[src/rtl/phase_bus_pkg.sv]
// Shared definitions for the phase bus responder: port codes, board codes,
// strobe/direction encodings, bus word layout and the ADC sequencer states.
package phase_bus_pkg;

  localparam logic [2:0] PORT_LATCH    = 3'd0;
  localparam logic [2:0] PORT_ADC_HIGH = 3'd1;
  localparam logic [2:0] PORT_ADC_LOW  = 3'd2;
  localparam logic [2:0] PORT_MUX      = 3'd3;
  localparam logic [2:0] PORT_STATUS   = 3'd4;

  // Broadcast board code: accepted for writes, never answered for reads.
  localparam logic [3:0] BOARD_ALL = 4'd5;

  // Bus strobes are active-low.
  typedef enum logic {ENABLE = 1'b0, DISABLE = 1'b1} en_mode_t;

  // Direction of the shared data bus as seen from the card.
  typedef enum logic {DIR_IN = 1'b0, DIR_OUT = 1'b1} dir_mode_t;

  typedef enum logic [1:0] {
    ADC_IDLE,
    ADC_ARMED,
    ADC_CONVERT,
    ADC_CAPTURE
  } adc_state_t;

  // Non-strobe bus inputs, synchronized together as one word.
  typedef struct packed {
    logic [3:0] board;
    logic [2:0] port;
    logic       test;
    logic [7:0] data;
  } bus_word_t;

  function automatic logic [7:0] status_byte(input logic overrun, input logic proto_err,
                                             input logic valid, input logic busy);
    return {4'b0000, overrun, proto_err, valid, busy};
  endfunction

endpackage

[src/rtl/strobe_sync.sv]
// Multi-stage synchronizer for a single asynchronous control input, with
// one-cycle rise/fall pulses derived from the synchronized level.
module strobe_sync #(
  parameter int   STAGES    = 2,
  parameter logic RESET_VAL = 1'b1
) (
  input  logic clock,
  input  logic reset,
  input  logic din,
  output logic q,
  output logic rise,
  output logic fall
);

  logic [STAGES-1:0] chain;
  logic              prev;

  // Shift the raw input through the chain and keep the previous synced level.
  // NOTE: sequential state uses non-blocking assignments so every flop samples pre-edge values.
  always_ff @(posedge clock or negedge reset) begin
    if (!reset) begin
      chain <= {STAGES{RESET_VAL}};
      prev  <= RESET_VAL;
    end else begin
      chain <= {chain[STAGES-2:0], din};
      prev  <= chain[STAGES-1];
    end
  end

  assign q    = chain[STAGES-1];
  assign rise = q & ~prev;
  assign fall = ~q & prev;

endmodule

[src/rtl/phase_bus_responder.sv]
// Card-side phase bus responder: decodes host strobes, commits writes to the
// output latch and ADC mux port, returns read data, and sequences the ADC.
module phase_bus_responder
  import phase_bus_pkg::*;
#(
  parameter int unsigned CLOCK_FREQUENCY = 27000000,
  parameter logic [3:0]  BOARD_ID        = 4'd1,     // must not be BOARD_ALL
  parameter int          SYNC_STAGES     = 2,
  parameter int          ADC_CONV_CYCLES = 20
) (
  input  logic        clock,
  input  logic        reset,
  input  logic [3:0]  BOARD_X,
  input  logic [2:0]  AddessPortPin,
  input  logic        RdP,
  input  logic        WrP,
  input  logic        TestAddressP,
  input  logic        LampResetPin,
  input  logic [7:0]  Data_In_Port,
  output logic [7:0]  Data_Out_Port,
  output logic        data_oe,
  output logic [7:0]  latch_out,
  output logic [7:0]  mux_sel,
  output logic        adc_start,
  input  logic [15:0] adc_sample
);

  localparam int unsigned unused_clock_hz = CLOCK_FREQUENCY;
  localparam int CNT_W = $clog2(ADC_CONV_CYCLES + 1);
  localparam logic [CNT_W-1:0] CNT_LAST = CNT_W'(ADC_CONV_CYCLES - 1);

  logic rd_q, rd_rise, rd_fall;
  logic wr_q, wr_rise, unused_wr_fall;
  logic lamp_q, unused_lamp_rise, unused_lamp_fall;

  bus_word_t                   bus_in, bus_s;
  bus_word_t [SYNC_STAGES-1:0] bus_chain;

  logic [3:0] wr_board;
  logic [2:0] wr_port;
  logic [7:0] wr_data;

  logic       lockout, conflict, access_ok, rd_match, commit, mux_write;
  dir_mode_t  bus_dir;
  logic [7:0] rd_value;

  logic [15:0]      result;
  logic             busy, valid, proto_err, overrun;
  adc_state_t       state, next_state;
  logic             load_mux, start_conv, capture;
  logic [CNT_W-1:0] cnt;

  strobe_sync #(.STAGES(SYNC_STAGES), .RESET_VAL(1'b1)) u_rd_sync (
    .clock(clock), .reset(reset), .din(RdP), .q(rd_q), .rise(rd_rise), .fall(rd_fall));
  strobe_sync #(.STAGES(SYNC_STAGES), .RESET_VAL(1'b1)) u_wr_sync (
    .clock(clock), .reset(reset), .din(WrP), .q(wr_q), .rise(wr_rise), .fall(unused_wr_fall));
  strobe_sync #(.STAGES(SYNC_STAGES), .RESET_VAL(1'b1)) u_lamp_sync (
    .clock(clock), .reset(reset), .din(LampResetPin), .q(lamp_q),
    .rise(unused_lamp_rise), .fall(unused_lamp_fall));

  assign bus_in = {BOARD_X, AddessPortPin, TestAddressP, Data_In_Port};
  assign bus_s  = bus_chain[SYNC_STAGES-1];

  // Plain synchronizer chain for the address/board/data bus.
  // NOTE: this flop chain is small and feeds decode logic, so it is reset to keep decode deterministic.
  always_ff @(posedge clock or negedge reset) begin
    if (!reset) bus_chain <= '0;
    else        bus_chain <= {bus_chain[SYNC_STAGES-2:0], bus_in};
  end

  // Hold the write target from the last cycle the synced write strobe was low.
  always_ff @(posedge clock or negedge reset) begin
    if (!reset) begin
      wr_board <= '0;
      wr_port  <= '0;
      wr_data  <= '0;
    end else if (wr_q == ENABLE) begin
      wr_board <= bus_s.board;
      wr_port  <= bus_s.port;
      wr_data  <= bus_s.data;
    end
  end

  // After a simultaneous read/write, ignore the bus until both strobes are idle.
  always_ff @(posedge clock or negedge reset) begin
    if (!reset)                                      lockout <= 1'b0;
    else if (conflict)                               lockout <= 1'b1;
    else if (rd_q == DISABLE && wr_q == DISABLE)     lockout <= 1'b0;
  end

  assign conflict  = (rd_q == ENABLE) && (wr_q == ENABLE);
  assign access_ok = !conflict && !lockout;
  assign rd_match  = (bus_s.board == BOARD_ID);
  assign commit    = wr_rise && access_ok && (wr_board == BOARD_ID || wr_board == BOARD_ALL);
  assign mux_write = commit && (wr_port == PORT_MUX);
  assign data_oe   = (bus_dir == DIR_OUT);

  // Select the value a read of the addressed port returns.
  always_comb begin
    rd_value = 8'h00;
    case (bus_s.port)
      PORT_LATCH:    rd_value = latch_out;
      PORT_ADC_HIGH: rd_value = result[15:8];
      PORT_ADC_LOW:  rd_value = result[7:0];
      PORT_STATUS:   rd_value = status_byte(overrun, proto_err, valid, busy);
      default:       rd_value = 8'h00;
    endcase
    if (bus_s.test) rd_value = {4'hA, BOARD_ID};
  end

  // ADC sequencer state register.
  always_ff @(posedge clock or negedge reset) begin
    if (!reset) state <= ADC_IDLE;
    else        state <= next_state;
  end

  // ADC sequencer next-state and control strobes.
  // NOTE: every always_comb output gets a default first so no path infers a latch.
  always_comb begin
    next_state = state;
    load_mux   = 1'b0;
    start_conv = 1'b0;
    capture    = 1'b0;
    case (state)
      ADC_IDLE:    if (mux_write) begin load_mux = 1'b1; next_state = ADC_ARMED; end
      ADC_ARMED:   if (mux_write) begin start_conv = 1'b1; next_state = ADC_CONVERT; end
      ADC_CONVERT: if (cnt == CNT_LAST) next_state = ADC_CAPTURE;
      ADC_CAPTURE: begin capture = 1'b1; next_state = ADC_IDLE; end
      default:     next_state = ADC_IDLE;
    endcase
  end

  // Registers, read snapshot, status bits and conversion counter.
  always_ff @(posedge clock or negedge reset) begin
    if (!reset) begin
      Data_Out_Port <= 8'h00;
      bus_dir       <= DIR_IN;
      latch_out     <= 8'h00;
      mux_sel       <= 8'h00;
      adc_start     <= 1'b0;
      result        <= 16'h0000;
      busy          <= 1'b0;
      valid         <= 1'b0;
      proto_err     <= 1'b0;
      overrun       <= 1'b0;
      cnt           <= '0;
    end else begin
      adc_start <= start_conv;

      if (lamp_q == ENABLE)                       latch_out <= 8'h00;
      else if (commit && wr_port == PORT_LATCH)   latch_out <= wr_data;

      if (load_mux) mux_sel <= wr_data;

      // Side effects of a read apply only to real register reads, not identity probes.
      if (conflict) begin
        bus_dir <= DIR_IN;
      end else if (rd_fall && !lockout && rd_match) begin
        Data_Out_Port <= rd_value;
        bus_dir       <= DIR_OUT;
        if (!bus_s.test && bus_s.port == PORT_ADC_LOW) valid <= 1'b0;
        if (!bus_s.test && bus_s.port == PORT_STATUS) begin
          overrun   <= 1'b0;
          proto_err <= 1'b0;
        end
      end else if (rd_rise) begin
        bus_dir <= DIR_IN;
      end

      if (conflict)                              proto_err <= 1'b1;
      if (mux_write && state == ADC_CONVERT)     overrun   <= 1'b1;
      if (start_conv)                            busy      <= 1'b1;

      // Capture comes last so it wins over a same-cycle low-byte read.
      if (capture) begin
        result <= adc_sample;
        valid  <= 1'b1;
        busy   <= 1'b0;
      end

      if (start_conv)                 cnt <= '0;
      else if (state == ADC_CONVERT)  cnt <= cnt + 1'b1;
    end
  end

endmodule
[config.mk]
export PLATFORM = sky130hd
export DESIGN_NAME = phase_bus_responder
export DESIGN_NICKNAME = d
export VERILOG_FILES = /design/src/rtl/phase_bus_pkg.sv /design/src/rtl/strobe_sync.sv /design/src/rtl/phase_bus_responder.sv
export SDC_FILE = /design/constraint.sdc
export NUM_CORES = 1
export LEC_CHECK = 0
export CORE_MARGIN = 2
export CORE_UTILIZATION = 25
export CTS_BUF_LIST = sky130_fd_sc_hd__clkbuf_4 sky130_fd_sc_hd__clkbuf_8
export DETAILED_ROUTE_END_ITERATION = 16
export PLACE_DENSITY_LB_ADDON = 0.08
export SYNTH_ARGS = -nofsm -noshare
export SYNTH_HDL_FRONTEND = slang
export SYNTH_SLANG_ARGS = --single-unit
[constraint.sdc]
create_clock -name clock -period 3.65 [get_ports clock]
set_clock_uncertainty 0.1 [all_clocks]
set_input_delay 0.5475 -clock clock [delete_from_list [all_inputs] [get_ports clock]]
set_output_delay 0.5475 -clock clock [all_outputs]
set_load 0.005 [all_outputs]
Word-level counts from Yosys, hierarchy flattened

Cells that the tools add are included.

Register bits: 109
Logic and storage cells: 119

Add/subtract/negate cells: 1
Eq/ne operators: 17
Muxes and demuxes: 30
Bitwise logic cells: 8
Reductions and logical operators: 34

Operator list:

| kind                                                             | number |
|---|---|
| 8-bit one-hot mux with 4 select lines                            | 1 |
| 8-bit 2-to-1 mux                                                 | 3 |
| 1-bit 2-to-1 mux                                                 | 20 |
| 2-bit nonzero test                                               | 9 |
| 1-bit logical AND                                                | 12 |
| 5-bit 2-to-1 mux                                                 | 2 |
| 3-bit AND reduction                                              | 3 |
| 4-bit by 1-bit == test with 1-bit output (second input constant) | 2 |
| 2-bit != test (second input constant)                            | 4 |
| 2-bit one-hot mux with 4 select lines                            | 1 |
| 3-bit by 2-bit == test with 1-bit output (second input constant) | 2 |
| 3-bit zero test                                                  | 2 |
| 2-bit 2-to-1 mux                                                 | 3 |
| 5-bit by 1-bit adder with 5-bit output (second input constant)   | 1 |
| 5-bit == test (second input constant)                            | 1 |
| 1-bit NOT                                                        | 5 |
| 2-bit == test (second input constant)                            | 2 |
| 4-bit by 3-bit == test with 1-bit output (second input constant) | 1 |
| 2-bit by 1-bit != test with 1-bit output (second input constant) | 2 |
| 2-bit AND reduction                                              | 2 |
| 1-bit bitwise AND                                                | 3 |
| 3-bit by 1-bit == test with 1-bit output (second input constant) | 1 |
| 3-bit == test (second input constant)                            | 1 |
| 1-bit zero test                                                  | 3 |
| 4 further kinds                                                  | 4 |

Logic depth before layout (Yosys ltp)

Gate-level depths: netlist of the first run.

Depth in word-level cells: 11
Depth in mapped cells: 9
Depth with buffers taken out: 6

Hierarchy

From an unflattened synthesis of the first run, not the netlist that was laid out.

Cells, all modules: 306
Area, all modules: 4205.3 µm²

By module, submodules not included:

| module              | times used | cells an instance | area an instance (µm²) | sequential area each (µm²) |
|---|---|---|---|---|
| phase_bus_responder | 1          | 291               | 3923.8                 | 2502.4 |
| strobe_sync         | 3          | 5                 | 93.8                   | 78.8 |

Least setup slack after synthesis of the first run

OpenSTA, ideal clock, no wires.

Kind: register to register
From: reg u_wr_sync.chain[1]
To: reg state[1]
Library setup time: 0.125 ns
Data arrival time: 2.119 ns
Path slack: 1.306 ns
Stages on the path, launching flop included: 9
Path buffers: 2
Cells stage by stage: dfstp_2 > buf_2 > inv_1 > ha_1 > nor4b_2 > and4_1 > buf_2 > a2bb2oi_1 > mux2_2

Longest elaborated chain between the ends: 9
Elaborated cells between the ends (all ways): 11

Ends and longest elaborated chain:

| item                              | RTL line                   | text |
|---|---|---|
| start, declared                   | strobe_sync.sv:15          | `logic [STAGES-1:0] chain;` |
| start signal, assigned            | strobe_sync.sv:22          | `chain <= {STAGES{RESET_VAL}};` |
| start signal, assigned            | strobe_sync.sv:25          | `chain <= {chain[STAGES-2:0], din};` |
| 1-bit NOT *                       | --                         |  |
| 1-bit logical AND *               | phase_bus_responder.sv:91  | `assign conflict = (rd_q == ENABLE) && (wr_q == ENABLE);` |
| named net conflict                | phase_bus_responder.sv:43  | `logic lockout, conflict, access_ok, rd_match, commit, mux_write;` |
| 1-bit zero test *                 | phase_bus_responder.sv:92  | `assign access_ok = !conflict && !lockout;` |
| 1-bit logical AND *               | phase_bus_responder.sv:92  |  |
| 1-bit logical AND * (2 in series) | phase_bus_responder.sv:94  | `assign commit = wr_rise && access_ok && (wr_board == BOARD_ID \|\| wr_board == BOARD_ALL);` |
| 1-bit logical AND *               | phase_bus_responder.sv:95  | `assign mux_write = commit && (wr_port == PORT_MUX);` |
| 2-bit != test (no line)           | --                         |  |
| 3-bit AND reduction (no line) *   | --                         |  |
| end signal, assigned              | phase_bus_responder.sv:114 | `else state <= next_state;` |
| end, declared                     | phase_bus_responder.sv:49  | `adc_state_t state, next_state;` |

Mark *: on every way through the listed nets, which the timed path passes. The rest lies on a longest branch.
A chain may end at the register's enable or synchronous reset.

Final worst setup path of the first run

From: reg u_rd_sync.chain[1]
To: reg overrun

Longest elaborated chain between the ends: 10
Elaborated cells between the ends (all ways): 16

Ends and longest elaborated chain:

| item                                                                                            | RTL line                   | text |
|---|---|---|
| start, declared                                                                                 | strobe_sync.sv:15          |  |
| start signal, assigned                                                                          | strobe_sync.sv:22          |  |
| start signal, assigned                                                                          | strobe_sync.sv:25          |  |
| 1-bit NOT *                                                                                     | phase_bus_responder.sv:91  |  |
| 1-bit logical AND *                                                                             | phase_bus_responder.sv:91  |  |
| named net conflict                                                                              | phase_bus_responder.sv:43  |  |
| 1-bit zero test                                                                                 | phase_bus_responder.sv:92  |  |
| 1-bit logical AND                                                                               | phase_bus_responder.sv:92  |  |
| 1-bit logical AND (2 in series)                                                                 | phase_bus_responder.sv:94  |  |
| 1-bit logical AND                                                                               | phase_bus_responder.sv:95  |  |
| 1-bit logical AND                                                                               | phase_bus_responder.sv:171 | `if (mux_write && state == ADC_CONVERT) overrun <= 1'b1;` |
| 2-bit by 1-bit != test with 1-bit output (no line) / 2-bit nonzero test (equally long branches) | --                         |  |
| 3-bit AND reduction (no line)                                                                   | --                         |  |
| end signal, assigned                                                                            | phase_bus_responder.sv:145 | `overrun <= 1'b0;` |
| end signal, assigned                                                                            | phase_bus_responder.sv:163 | `overrun <= 1'b0;` |
| end signal, assigned                                                                            | phase_bus_responder.sv:171 |  |
| end, declared                                                                                   | phase_bus_responder.sv:48  | `logic busy, valid, proto_err, overrun;` |

Marks and branches as above.

==> metrics.csv, run 1 <==
metric,value,unit
status,"finished, final reports clean",
Worst EP arrival,2.55,ns
# fillers,1643,
top area cells in the synthesized netlist,"dfrtp_1 62%, mux2_2 12%, dfstp_2 5.2%",
initial core utilization,25.53,%
# DRC,0,
Rows,46,
antenna violations before repair,0,
drt first pass iters,4,
vias after detailed routing,2317,
Clock Sink Count,108,
HPWL Detailed,6.061,mm
Die X-Extent,131.4,um
peak per-stage delay on the critical path,0.57,ns
core area,0.01589,mm^2
share of cells above drive strength 1,22.00,%
Yosys top cell by area,dfrtp_1,
leakage,2.186,nW
Port-buffer cells,62,
Die ar.,0.01726,mm^2
largest net degree at the start of global routing,84,
Post-CTS Setup Bufs,0,
WP data required,3.83,ns
final hold vios,0,
Post-Synthesis Cell Area,0.004055,mm^2
fraction of registers with async set/reset,100.0,%
sequential share of the synthesized area,66.89,%
Crit Path Category,register to register,
Top Family by Delay on Critical Path,simple AND/OR/NAND/NOR gates,
critical path's slowest cell,dfstp_2,
Tmin final,2.370,ns
worst-margin pin slew,1.046,ns
Syn Inst Count,280,
FF/Latch Area,0.002713,mm^2
Internal,1.970,mW
Final setup viols,0,
number of nets in the final layout,389,
most frequent cells in the layout,"100 x dfrtp_1, 61 x clkdlybuf4s50_1, 44 x mux2_2, 13 x nor2_1, 13 x nand2_1",
largest family of logic cells by synthesized area,multiplexers,
worst path bufs/invs,1,
Worst VDD drop,0.0002038,V
"Area growth, synth to finish",25.79,%
Root Buffer,clkbuf_8,
vias in the first global route,2538,
gr ovfl total,0,
maxcap violations,0,
initial DRC count,103,
# hold bufs at CTS,0,
CP cell instances,inv_1 > ha_1 > nor2_1 > or4b_4 > or3_1 > a22o_1,
Post-synth EDFFs,0,
share of power burned in registers,55.3,%
Post-Synth Simple-Gate Area,8.084,%
syn_nets,324,
Power Density,536.3,mW/mm^2
Worst-path clk slew,0.10,ns
Ys Warns,0,
routed wire length,8.603,mm
syn avg cell area,14.48,um^2
first-pass GRT wire length,14.43,mm
final period utilization,64.92,%
Die Ht,131.4,um
routability cong.,0.7061,
IO Count,63,
Achievable Freq,422.0,MHz
Vias per Instance,4.094,
DR WL/cell,15.20,um
Tot GR Track Use,11.02,%
Adder-Cell Fraction of Synth Area,2.160,%
Max clock buf depth,2,
post-synth top area share,61.71,%
setup tns final,0,ns
combinational share of power,19.7,%
multiplexer share of the synthesized area,15.18,%
antenna diode count,0,
R2R Setup Slk,1.28,ns
CP Capture Type,register,
Netlist cell types,40,
CP Launch Type,register,
Synth Flop Type,dfrtp_1,
"Slew Viols, Final",0,
overall power,2.736,mW
post-synthesis compound-gate area fraction,5.029,%
switching part of the total,27.98,%
crit path max fanout,14,
clock insertion delay at the later pin of the skew report,0.39,ns
clock share of power,25.0,%
Post-Synth XOR/XNOR Area,0.8639,%
Resize count post-CTS,0,
Switch Pwr,0.7655,mW
RSZ-0062 raised after global routing,no,
area of the multi-input gates,0.001270,mm^2
Relative slew margins,30.29,%
ANT nets after route,0,
H-Tree Depth,3,
TritonCTS clock tree,done,
worst hold path class,input port to async pin,
post-synthesis sequential element count,108,
"commonest non-fill, non-tap cell in the layout",dfrtp_1,
CTS Buf Count,9,
## through the flow
step | instances | hold slack [ns] | cell area, um^2 | setup slack, ns | utilization [%]
after floorplan | 280 | 0.1519 | 4055 | 1.306 | -
after global placement | 550 | 0.2328 | 4920 | 1.297 | 30.97
after detailed placement | 550 | 0.2347 | 4920 | 1.253 | 30.97
after CTS | 566 | 0.2576 | 5101 | 1.223 | 32.11
after global routing | 566 | 0.2692 | 5101 | 1.078 | 32.11
final | 566 | 0.2228 | 5101 | 1.280 | 32.11
## sequential cells by signal, summed over array words and instances (netlist names), 3 cells and up
signal / cells
wr_port: 3
wr_board: 3
bus_chain: 32
Data_Out_Port: 8
cnt: 5
result: 16
mux_sel: 8
wr_data: 8
latch_out: 8
## routing by layer
| layer | vias up | track usage (%) | share of wire (%) |
|---|---|---|---|
| li1 | 1101 | - | - |
| met1 | 1160 | 14.33 | 47 |
| met2 | 46 | 16.99 | 47 |
| met3 | 10 | 4.012 | 4.4 |
| met4 | 0 | 3.804 | 1.5 |
| met5 | - | 0 | 0 |
## Yosys cell counts, types with 2 or more instances
library cell,instances
a21oi_1,5
a22o_1,4
a22oi_1,3
a2bb2oi_1,3
buf_2,4
clkbuf_1,6
dfrtp_1,100
dfstp_2,8
ha_1,7
inv_1,7
mux2_2,44
mux2i_1,12
nand2_1,13
nand2b_1,4
nand3_1,2
nand4_1,2
nor2_1,13
nor2b_1,9
o21ai_0,10
or3_1,2
xor2_1,3
## cell type report
class,count,share of cell area [%]
Timing Repair Buffer,65,12.56
Inverter,7,0.5151
Multi-Input combinational cell,154,24.90
Sequential cell,108,53.18
Clock inverter,5,0.7113
Tap cell,216,5.298
Clock buffer,11,2.845
## logic make-up (layout without fill, tap and decap cells)
logic type / Yosys count / count (layout)
muxes: 56 / 56
xor gates and xnor gates: 4 / 4
buffers and inverters: 18 / 88
AOI/OAI and AO/OA: 30 / 30
DFF: 108 / 108
and+or+nand+nor: 57 / 57
adders and majority gates: 7 / 7
## power groups by stage
stage,Combinational (mW),Clock [mW],Sequential [mW]
finish,0.540,0.684,1.51
global route,0.608,0.773,1.54
CTS,0.559,0.728,1.52
detailed placement,0.555,0,1.54
global placement,0.537,0,1.54
floorplan,0.379,0,1.49
## path summary, 6_finish.rpt
check                              startpoint            end  cells past startpoint
setup / recovery           u_rd_sync.chain[1]        overrun                      6
hold / removal                          reset   bus_chain[6]                      1
setup reg to reg           u_rd_sync.chain[1]        overrun                      6
hold reg to reg                  bus_chain[3]  bus_chain[19]                      0
max in group asynchronous               reset     wr_port[1]                      2
min in group clock               bus_chain[3]  bus_chain[19]                      0
Note: power is estimated with default switching activity, not from simulation.
==> inputs of run 2 (changes only) <==
clock period = 2.2 ns   (was 3.65 ns; I/O delays follow)
==> metrics.csv, run 2 (same netlist as run 1, synthesis figures left out) <==
metric,value,unit,change
Rows,46,,unchanged
setup tns final,0,ns,unchanged
Post-CTS Setup Bufs,0,,unchanged
Hold Path End,u_wr_sync.chain[0],,
Achievable Freq,466.5,MHz,was 422.0 MHz
TritonCTS clock tree,done,,unchanged
Placement Setup Slack,0.01522,ns,was 1.253 ns
largest registers,"bus_chain (32), result (16)",,unchanged
Worst-path clk slew,0.10,ns,about the same
"Slew Viols, Final",0,,unchanged
Root Buffer,clkbuf_8,,unchanged
R2R Setup Slk,0.06,ns,was 1.28 ns
most frequent cells in the layout,"100 x dfrtp_1, 61 x clkdlybuf4s50_1, 44 x mux2_2, 13 x nor2_1, 13 x nand2_1",,unchanged
Die X-Extent,131.4,um,unchanged
gr ovfl total,0,,unchanged
Port-buffer cells,62,,unchanged
"Area growth, synth to finish",30.24,%,was 25.79%
IO Count,63,,unchanged
Vias per Instance,4.068,,was 4.094
Relative slew margins,62.33,%,was 30.29%
routed wire length,8.752,mm,was 8.603 mm
leakage,2.284,nW,was 2.186 nW
clock insertion delay at the later pin of the skew report,0.39,ns,about the same
worst hold path depth,1,,
FF/Latch Area,0.002713,mm^2,unchanged
PnR worst setup slack,0.05657,ns,was 1.280 ns
# fillers,1633,,was 1643
Tot GR Track Use,10.98,%,was 11.02%
switching part of the total,27.33,%,was 27.98%
Power Density,893.4,mW/mm^2,was 536.3 mW/mm^2
HPWL Detailed,6.289,mm,was 6.061 mm
start of the worst register-to-register path,u_wr_sync.chain[1],,was u_rd_sync.chain[1]
CP Launch Type,register,,unchanged
Final Non-Filler Cells,577,,was 566
Clock Sink Count,108,,unchanged
vias after detailed routing,2347,,was 2317
worst hold path class,input port to register,,was input port to async pin
DP Cell Count,560,,was 550
initial core utilization,25.53,%,unchanged
Internal,3.429,mW,was 1.970 mW
maxcap violations,0,,unchanged
Switch Pwr,1.290,mW,was 0.7655 mW
crit path max fanout,5,,was 14
WP data required,2.38,ns,was 3.83 ns
vias in the first global route,2497,,was 2538
initial DRC count,85,,was 103
# DRC,0,,unchanged
first-pass GRT wire length,14.32,mm,was 14.43 mm
combinational share of power,19.6,%,was 19.7%
Final setup viols,0,,unchanged
DP Area,0.005029,mm^2,was 0.004920 mm^2
CP Capture Type,register,,unchanged
antenna diode count,0,,unchanged
Worst VDD drop,0.0003005,V,was 0.0002038 V
utilization after layout,33.25,%,was 32.11%
worst-margin pin slew,0.5651,ns,was 1.046 ns
clock share of power,27.3,%,was 25.0%
Max clock buf depth,2,,unchanged
drt first pass iters,4,,unchanged
DR WL/cell,15.17,um,was 15.20 um
Die ar.,0.01726,mm^2,unchanged
max reg flops,32,,unchanged
final period utilization,97.43,%,was 64.92%
CTS Buf Count,9,,unchanged
share of cells above drive strength 1,25.48,%,was 22.00%
antenna violations before repair,0,,unchanged
number of nets in the final layout,400,,was 389
"commonest non-fill, non-tap cell in the layout",dfrtp_1,,unchanged
area of the multi-input gates,0.001309,mm^2,was 0.001270 mm^2
Crit Path Category,register to register,,unchanged
Die Ht,131.4,um,unchanged
largest net degree at the start of global routing,35,,was 84
final hold vios,0,,unchanged
worst hold path startpoint,WrP,,
design area,0.005281,mm^2,was 0.005101 mm^2
RR Endpoint,overrun,,unchanged
Worst Reg-to-Reg Cells,6,,unchanged
Tmin final,2.143,ns,was 2.370 ns
Reg with most FFs,bus_chain,,unchanged
Worst EP arrival,2.32,ns,was 2.55 ns
core area,0.01589,mm^2,unchanged
ANT nets after route,0,,unchanged
status,"finished, final reports clean",,unchanged
routability cong.,0.6779,,was 0.7061
share of power burned in registers,53.1,%,was 55.3%
H-Tree Depth,3,,unchanged
run 2: timing repair:
action                                  4_1_cts  5_1_grt
hold endpoints to repair                     29        0
pin swaps                                     0        1
endpoints found under the setup margin        1       14
hold buffers                                  1        0
gates resized for setup                       1        7
run 2: worst max-delay path by stage:
stage / from / endpoint / slack, ns / depth (start not counted)
2_1_floorplan: u_wr_sync.chain[1] / overrun / 0.02 / 7
3_3_place_gp: u_wr_sync.chain[1] / overrun / 0.06 / 6
3_5_place_dp: u_wr_sync.chain[1] / overrun / 0.02 / 6
4_1_cts: u_wr_sync.chain[1] / valid / 0.002 / 7
5_1_grt: u_wr_sync.chain[1] / mux_sel[7] / -0.001 / 7
6_report: u_wr_sync.chain[1] / overrun / 0.06 / 6
run 2: through the flow:
stage	hold slack, ns	total power [mW]
5_1_grt	0.2081	5.038
6_report	0.2388	4.718
3_3_place_gp	0.2318	3.478
3_5_place_dp	0.2347	3.493
2_1_floorplan	-0.06559	3.111
4_1_cts	0.2108	4.819
run 2: power groups by stage:
stage	sequential (mW)	combinational, mW	clock (mW)
floorplan	2.47	0.640	0
global placement	2.55	0.932	0
detailed placement	2.55	0.944	0
CTS	2.51	0.952	1.36
global route	2.55	1.04	1.44
finish	2.50	0.925	1.29
run 2: final cells by class:
type | count | share of cell area [%]
flip-flops and latches | 108 | 51.36
well taps | 216 | 5.117
inverters | 7 | 0.4975
repair buffers | 76 | 14.29
clock buffers | 12 | 2.890
multi-input cells | 154 | 24.78
clock inverters | 4 | 1.066
run 2: metal layers:
layer  vias up  GRT usage [%]  wire, um
met5         -              0         0
met4         0          4.167       149
met3        12          3.935       412
met2        50          15.99      3854
met1      1163          14.97      4336
li1       1122              -         -
run 2: worst max-delay path: stages, from the launching register on:
cell and delay (ns):
dfstp_2 0.55, inv_1 0.08, ha_4 0.18, nor2_1 0.08, or4b_4 0.51, or3_4 0.36
a22o_1 0.18
==> RTL change 1, RTL diff (flow settings as in run 2) <==
Encoding of `adc_state_t`: now one-hot (4 bits for 4 states).
--- a/src/rtl/phase_bus_pkg.sv
+++ b/src/rtl/phase_bus_pkg.sv
@@ -17,11 +17,11 @@
   // Direction of the shared data bus as seen from the card.
   typedef enum logic {DIR_IN = 1'b0, DIR_OUT = 1'b1} dir_mode_t;
 
-  typedef enum logic [1:0] {
-    ADC_IDLE,
-    ADC_ARMED,
-    ADC_CONVERT,
-    ADC_CAPTURE
+  typedef enum logic [3:0] {
+    ADC_IDLE    = 4'b0001,
+    ADC_ARMED   = 4'b0010,
+    ADC_CONVERT = 4'b0100,
+    ADC_CAPTURE = 4'b1000
   } adc_state_t;
 
   // Non-strobe bus inputs, synchronized together as one word.
Function: same outputs for any inputs over 10 cycles, from zero or initial values and one cycle with reset low; not proved beyond that.
==> RTL change 1 against run 2 <==
  * The flow now finishes with violations (negative setup slack)
  * Final area increased by 2.8%
  * Sequential cell count rose by 2
  * Non-clock buffer count rose by 4
  * Wire length grew 5.2%
  * Via count is 7.0% higher
  * Synthesized area grew 3.0%
  * Setup slack worse by 210 ps
  * Sequential share of layout area fell by 0.48 points
  * Critical endpoint is now mux_sel[5]$_DFFE_PN0P_
  * Highest routed layer unchanged
Power is not compared: it rests on default switching activity, and its combinational part moved more than twofold at a synthesized area within 25%.
==> RTL change 1: results (changes against run 2) <==
[outcome]
status=complete, but fails checks
violations=negative setup slack

[layout]
syn2layout_area_growth_pct=30.0
nNetsFinal=413  ; +3.3%
multi_input_cells=171  ; +11%
bufAreaShareNonClock=0.147  ; +0.00457
inverters=2  ; -5
drive_gt1_frac=0.309  ; +0.0539
num-nonclk-buffers=80  ; +5.3%
reg.largest.list=bus_chain (32), result (16)
final_util=0.330  ; -0.00260
final.clkbuf_count=11  ; -1
clk_share=0.0343  ; -0.00524
regArea_sq_mm=0.00276  ; +1.9%
fillers=1701  ; +4.2%
multi_input_area_sq_mm=0.00140  ; +6.6%

[global_routing]
grt_util_met1=0.149  ; -0.000238
grt_pass1_vias=2659  ; +6.5%
globalRouteMet3Util=0.0346  ; -0.00472
grt_max_degree=39  ; +11%
antenna_found_initial=0  ; unchanged
met2_usage=0.165  ; +0.00501
grt_util_all_layers=0.110  ; +0.000619
grt_pass1_wl_mm=14.9  ; +4.3%

[route]
via_per_inst=4.19  ; +3.1%
wl_met1_mm=4.53  ; +4.5%
dr.pass1.iters=4  ; unchanged
route.met2.wl_mm=4.13  ; +7.1%
drt_iter0_markers=94  ; +11%
drt_wl_total_mm=9.21  ; +5.2%
route.met3.wl_um=377  ; -8.5%
num_vias=2511  ; +7.0%

[sta]
timing.final.ws_setup_ps=-154  ; -210 ps
setup_tns_ps=-1880  ; -1880 ps
slew_headroom=0.675  ; +0.0518
holdWs_ps=228  ; -10.3 ps
setup_viol=19  ; +19

[worst_hold_path]
holdCritPathClass=input pin to flop

[yosys]
syn_area_per_cell_sq_um=14.2  ; -2.2%
async_reset_ff_frac=1.00  ; unchanged
synth_seq_area_share=0.662  ; -0.00716
synth.distinct_cells=47  ; +18%
synth_common_cells=dfrtp_1 (101), mux2_2 (37), nand2_1 (23)
synth_fp_nets=334  ; +3.1%
synth_area_leaders=dfrtp_1 (61%), mux2_2 (10%), dfstp_2 (5.7%)

[place]
dp_cells=578  ; +3.2%
place_ws_ps=-178  ; -193 ps
gp_congestion=0.693  ; +2.2%
dpl.hpwl_mm=6.22  ; -1.1%
place_area_sq_mm=0.00513  ; +2.1%

[clock_network]
clock-root-buffer=clkbuf_8
cts_sinks=110  ; +1.9%
clk_pin_slew_ps=110

[worst_setup_path]
r2r_cells=6  ; unchanged
cp_max_fo=9  ; +4
crit_path_max_incr_delay_ps=590  ; +40 ps
cp_top_family=simple AND/OR/NAND/NOR gates
critical_path_arrival_ps=2530  ; +210 ps

[power_and_ir_drop]
p_leak_nw=2.37
vdd_drop_max_v=0.000298

## RTL change 1: cell count changes after synthesis, sizes merged, moves of 3 or more
cell / change
a2bb2oi: -3
a21oi: +4
nor2: +6
nand3: +11
mux2i: -10
or4b: +3
nand2: +10
ha: -5
inv: -5
o21ai: +4
nor2b: -8
## RTL change 1: where the power goes
part           switching, mW  internal [mW]  leakage, nW
combinational          0.119          0.191        0.890
sequential            0.0681           2.12         1.39
clock                  0.725          0.466       0.0900
## RTL change 1: path summary, 6_finish.rpt
check,startpoint,to
worst max-delay path,u_wr_sync.chain[1]$_DFF_PN1_,mux_sel[5]$_DFFE_PN0P_
worst min-delay path,LampResetPin,u_lamp_sync.chain[0]$_DFF_PN1_
worst max register to register,u_wr_sync.chain[1]$_DFF_PN1_,mux_sel[5]$_DFFE_PN0P_
worst min register to register,u_wr_sync.chain[0]$_DFF_PN1_,u_wr_sync.chain[1]$_DFF_PN1_
max in group asynchronous,reset,u_rd_sync.chain[0]$_DFF_PN1_
min in group asynchronous,reset,bus_chain[9]$_DFF_PN0_
## RTL change 1: what timing repair did
action | CTS | global route
pin swaps | 8 | 7
gates cloned | 1 | 0
buffers inserted | 0 | 3
hold buffers | 1 | 0
setup endpoints to repair | 25 | 20
resized for setup | 14 | 2
endpoints found under the hold margin | 20 | 0
## RTL change 1: logic make-up (layout without fill, tap and decap cells)
logic type | count (synthesis) | after routing | share of synthesized area
DFF | 110 | 110 | 0.662
and+or+nand+nor | 81 | 82 | 0.109
muxes | 47 | 47 | 0.133
AOI/OAI and AO/OA | 36 | 36 | 0.0587
buffers and inverters | 15 | 98 | 0.0231
xor gates and xnor gates | 4 | 4 | 0.00839
adders and majority gates | 2 | 2 | 0.00599
==> RTL change 2, RTL diff (flow settings as in run 2) <==
Made on the original files. `RESET_VAL` is set to 1'b1 in 4 places; all go to 1'b0.
--- a/src/rtl/strobe_sync.sv
+++ b/src/rtl/strobe_sync.sv
@@ -2,7 +2,7 @@
 // one-cycle rise/fall pulses derived from the synchronized level.
 module strobe_sync #(
   parameter int   STAGES    = 2,
-  parameter logic RESET_VAL = 1'b1
+  parameter logic RESET_VAL = 1'b0
 ) (
   input  logic clock,
   input  logic reset,
--- a/src/rtl/phase_bus_responder.sv
+++ b/src/rtl/phase_bus_responder.sv
@@ -50,11 +50,11 @@
   logic             load_mux, start_conv, capture;
   logic [CNT_W-1:0] cnt;
 
-  strobe_sync #(.STAGES(SYNC_STAGES), .RESET_VAL(1'b1)) u_rd_sync (
+  strobe_sync #(.STAGES(SYNC_STAGES), .RESET_VAL(1'b0)) u_rd_sync (
     .clock(clock), .reset(reset), .din(RdP), .q(rd_q), .rise(rd_rise), .fall(rd_fall));
-  strobe_sync #(.STAGES(SYNC_STAGES), .RESET_VAL(1'b1)) u_wr_sync (
+  strobe_sync #(.STAGES(SYNC_STAGES), .RESET_VAL(1'b0)) u_wr_sync (
     .clock(clock), .reset(reset), .din(WrP), .q(wr_q), .rise(wr_rise), .fall(unused_wr_fall));
-  strobe_sync #(.STAGES(SYNC_STAGES), .RESET_VAL(1'b1)) u_lamp_sync (
+  strobe_sync #(.STAGES(SYNC_STAGES), .RESET_VAL(1'b0)) u_lamp_sync (
     .clock(clock), .reset(reset), .din(LampResetPin), .q(lamp_q),
     .rise(unused_lamp_rise), .fall(unused_lamp_fall));
 
Behaviour: not the same (a bounded check fails within 4 cycles, from zero or initial values and one cycle with reset low).
==> RTL change 2 against run 2 <==
  * Sequential cell count did not move
  * Sequential share of layout area rose by 0.56 points
  * Setup slack gained 85 ps
  * Final area is 1.4% lower
  * Total power decreased by 2.1%
  * Clock power is 7% lower
  * Wire length decreased by 3.2%
  * Fmax grew 4.1%
  * Synthesized area decreased by 0.25%
  * Critical endpoint is now valid$_DFFE_PN0P_
  * Largest cell class unchanged
  * Largest power group unchanged
==> RTL change 2: results (changes against run 2) <==
[outcome]
status=complete, no violations

[global_routing]
grt_pass1_wl_mm=14.2  ; -0.82%
grt_max_degree=59  ; +69%

[layout]
num_antenna_cells=0  ; unchanged
drive_gt1_frac=0.218  ; -0.0364
reg.largest.list=bus_chain (32), result (16)
nNetsFinal=399  ; -0.25%

[route]
via_per_inst=4.09  ; +0.66%
dr.pass1.iters=4  ; unchanged
post_drt_wl_per_cell_um=14.8  ; -2.5%
drt_iter0_markers=86  ; +1.2%

[worst_setup_path]
crit_path_max_incr_delay_ps=510  ; -40 ps
crit_slowest_cell=or4b_4
cp_max_fo=7  ; +2
critical_path_arrival_ps=2230  ; -90 ps

[place]
gp_congestion=0.688  ; +1.4%
dpl.hpwl_mm=5.99  ; -4.7%
portBuffers=62  ; unchanged
place_ws_ps=52.4  ; +37.2 ps
place_area_sq_mm=0.00497  ; -1.2%

[sta]
slew_headroom=0.607  ; -0.0167

[yosys]
synth_common_cells=dfrtp_1 (108), mux2_2 (44), nand2_1 (13), nor2_1 (13), mux2i_1 (12)
async_reset_ff_frac=1.00  ; unchanged
synth.distinct_cells=39  ; -2.5%
synth_seq_area_share=0.668  ; -0.000819
synth_area_leaders=dfrtp_1 (67%), mux2_2 (12%), mux2i_1 (3.0%)

[power_and_ir_drop]
vdd_drop_max_v=0.000454  ; +51%
p_leak_nw=2.26  ; -1.0%

## RTL change 2: cell types whose count changed after synthesis
| cell | change |
|---|---|
| dfstp_2 | -8 |
| dfrtp_1 | +8 |
## RTL change 2: layer usage
metal | share of wire | wire length, um | GRT usage | vias up
met5 | 0 | 0 | 0 | -
met3 | 0.057 | 480 | 0.0467 | 6
met4 | 0.013 | 110 | 0.0308 | 0
met2 | 0.46 | 3860 | 0.161 | 56
met1 | 0.48 | 4030 | 0.144 | 1165
li1 | - | - | - | 1119
## RTL change 2: kinds of logic after synthesis
kind of cell | share of synthesized area
multiplexers | 0.152
adder cells (fa/ha/maj) | 0.0217
AND/OR/NAND/NOR | 0.0810
flip-flops | 0.668
AO/OA/AOI/OAI | 0.0504
buffers and inverters | 0.0179
XOR/XNOR | 0.00866
## RTL change 2: timing repair
action | 4_1_cts | 5_1_grt
hold buffers | 1 | 0
hold endpoints to repair | 20 | 0
buffers inserted | 0 | 3
setup endpoints to repair | 0 | 13
gates resized for setup | 0 | 4
## RTL change 2: area by class of cell
type	count	area [sq um]
Inverter	7	26.3
Sequential cell	108	2700
Clock buffer	10	138
Clock inverter	3	47.5
Tap cell	216	270
Fill cell	1576	10600
Multi-Input combinational cell	154	1290
Timing Repair Buffer	75	731
## RTL change 2: power breakdown
group	internal, mW	total [mW]	switching [mW]	leakage, nW
Clock	0.548	1.20	0.656	0.0951
Combinational	0.532	0.914	0.382	0.845
Sequential	2.29	2.50	0.209	1.32
## RTL change 2: worst paths after layout
kind	startpoint	to	slack (ps)	cells past startpoint
max	u_rd_sync.chain[1]$_DFF_PN0_	valid$_DFFE_PN0P_	140	7
min in group asynchronous	reset	bus_chain[6]$_DFF_PN0_	270	2
max in group asynchronous	reset	result[9]$_DFFE_PN0P_	1020	3
min	bus_chain[6]$_DFF_PN0_	bus_chain[22]$_DFF_PN0_	260	0
min reg2reg	bus_chain[6]$_DFF_PN0_	bus_chain[22]$_DFF_PN0_	260	0
max reg2reg	u_rd_sync.chain[1]$_DFF_PN0_	valid$_DFFE_PN0P_	140	7
## RTL change 2: stage by stage
step / total power, mW / std cells
after floorplan: 3.09 / 280
after global placement: 3.45 / 556
after detailed placement: 3.46 / 556
after CTS: 4.71 / 570
after global routing: 4.96 / 573
final: 4.62 / 573
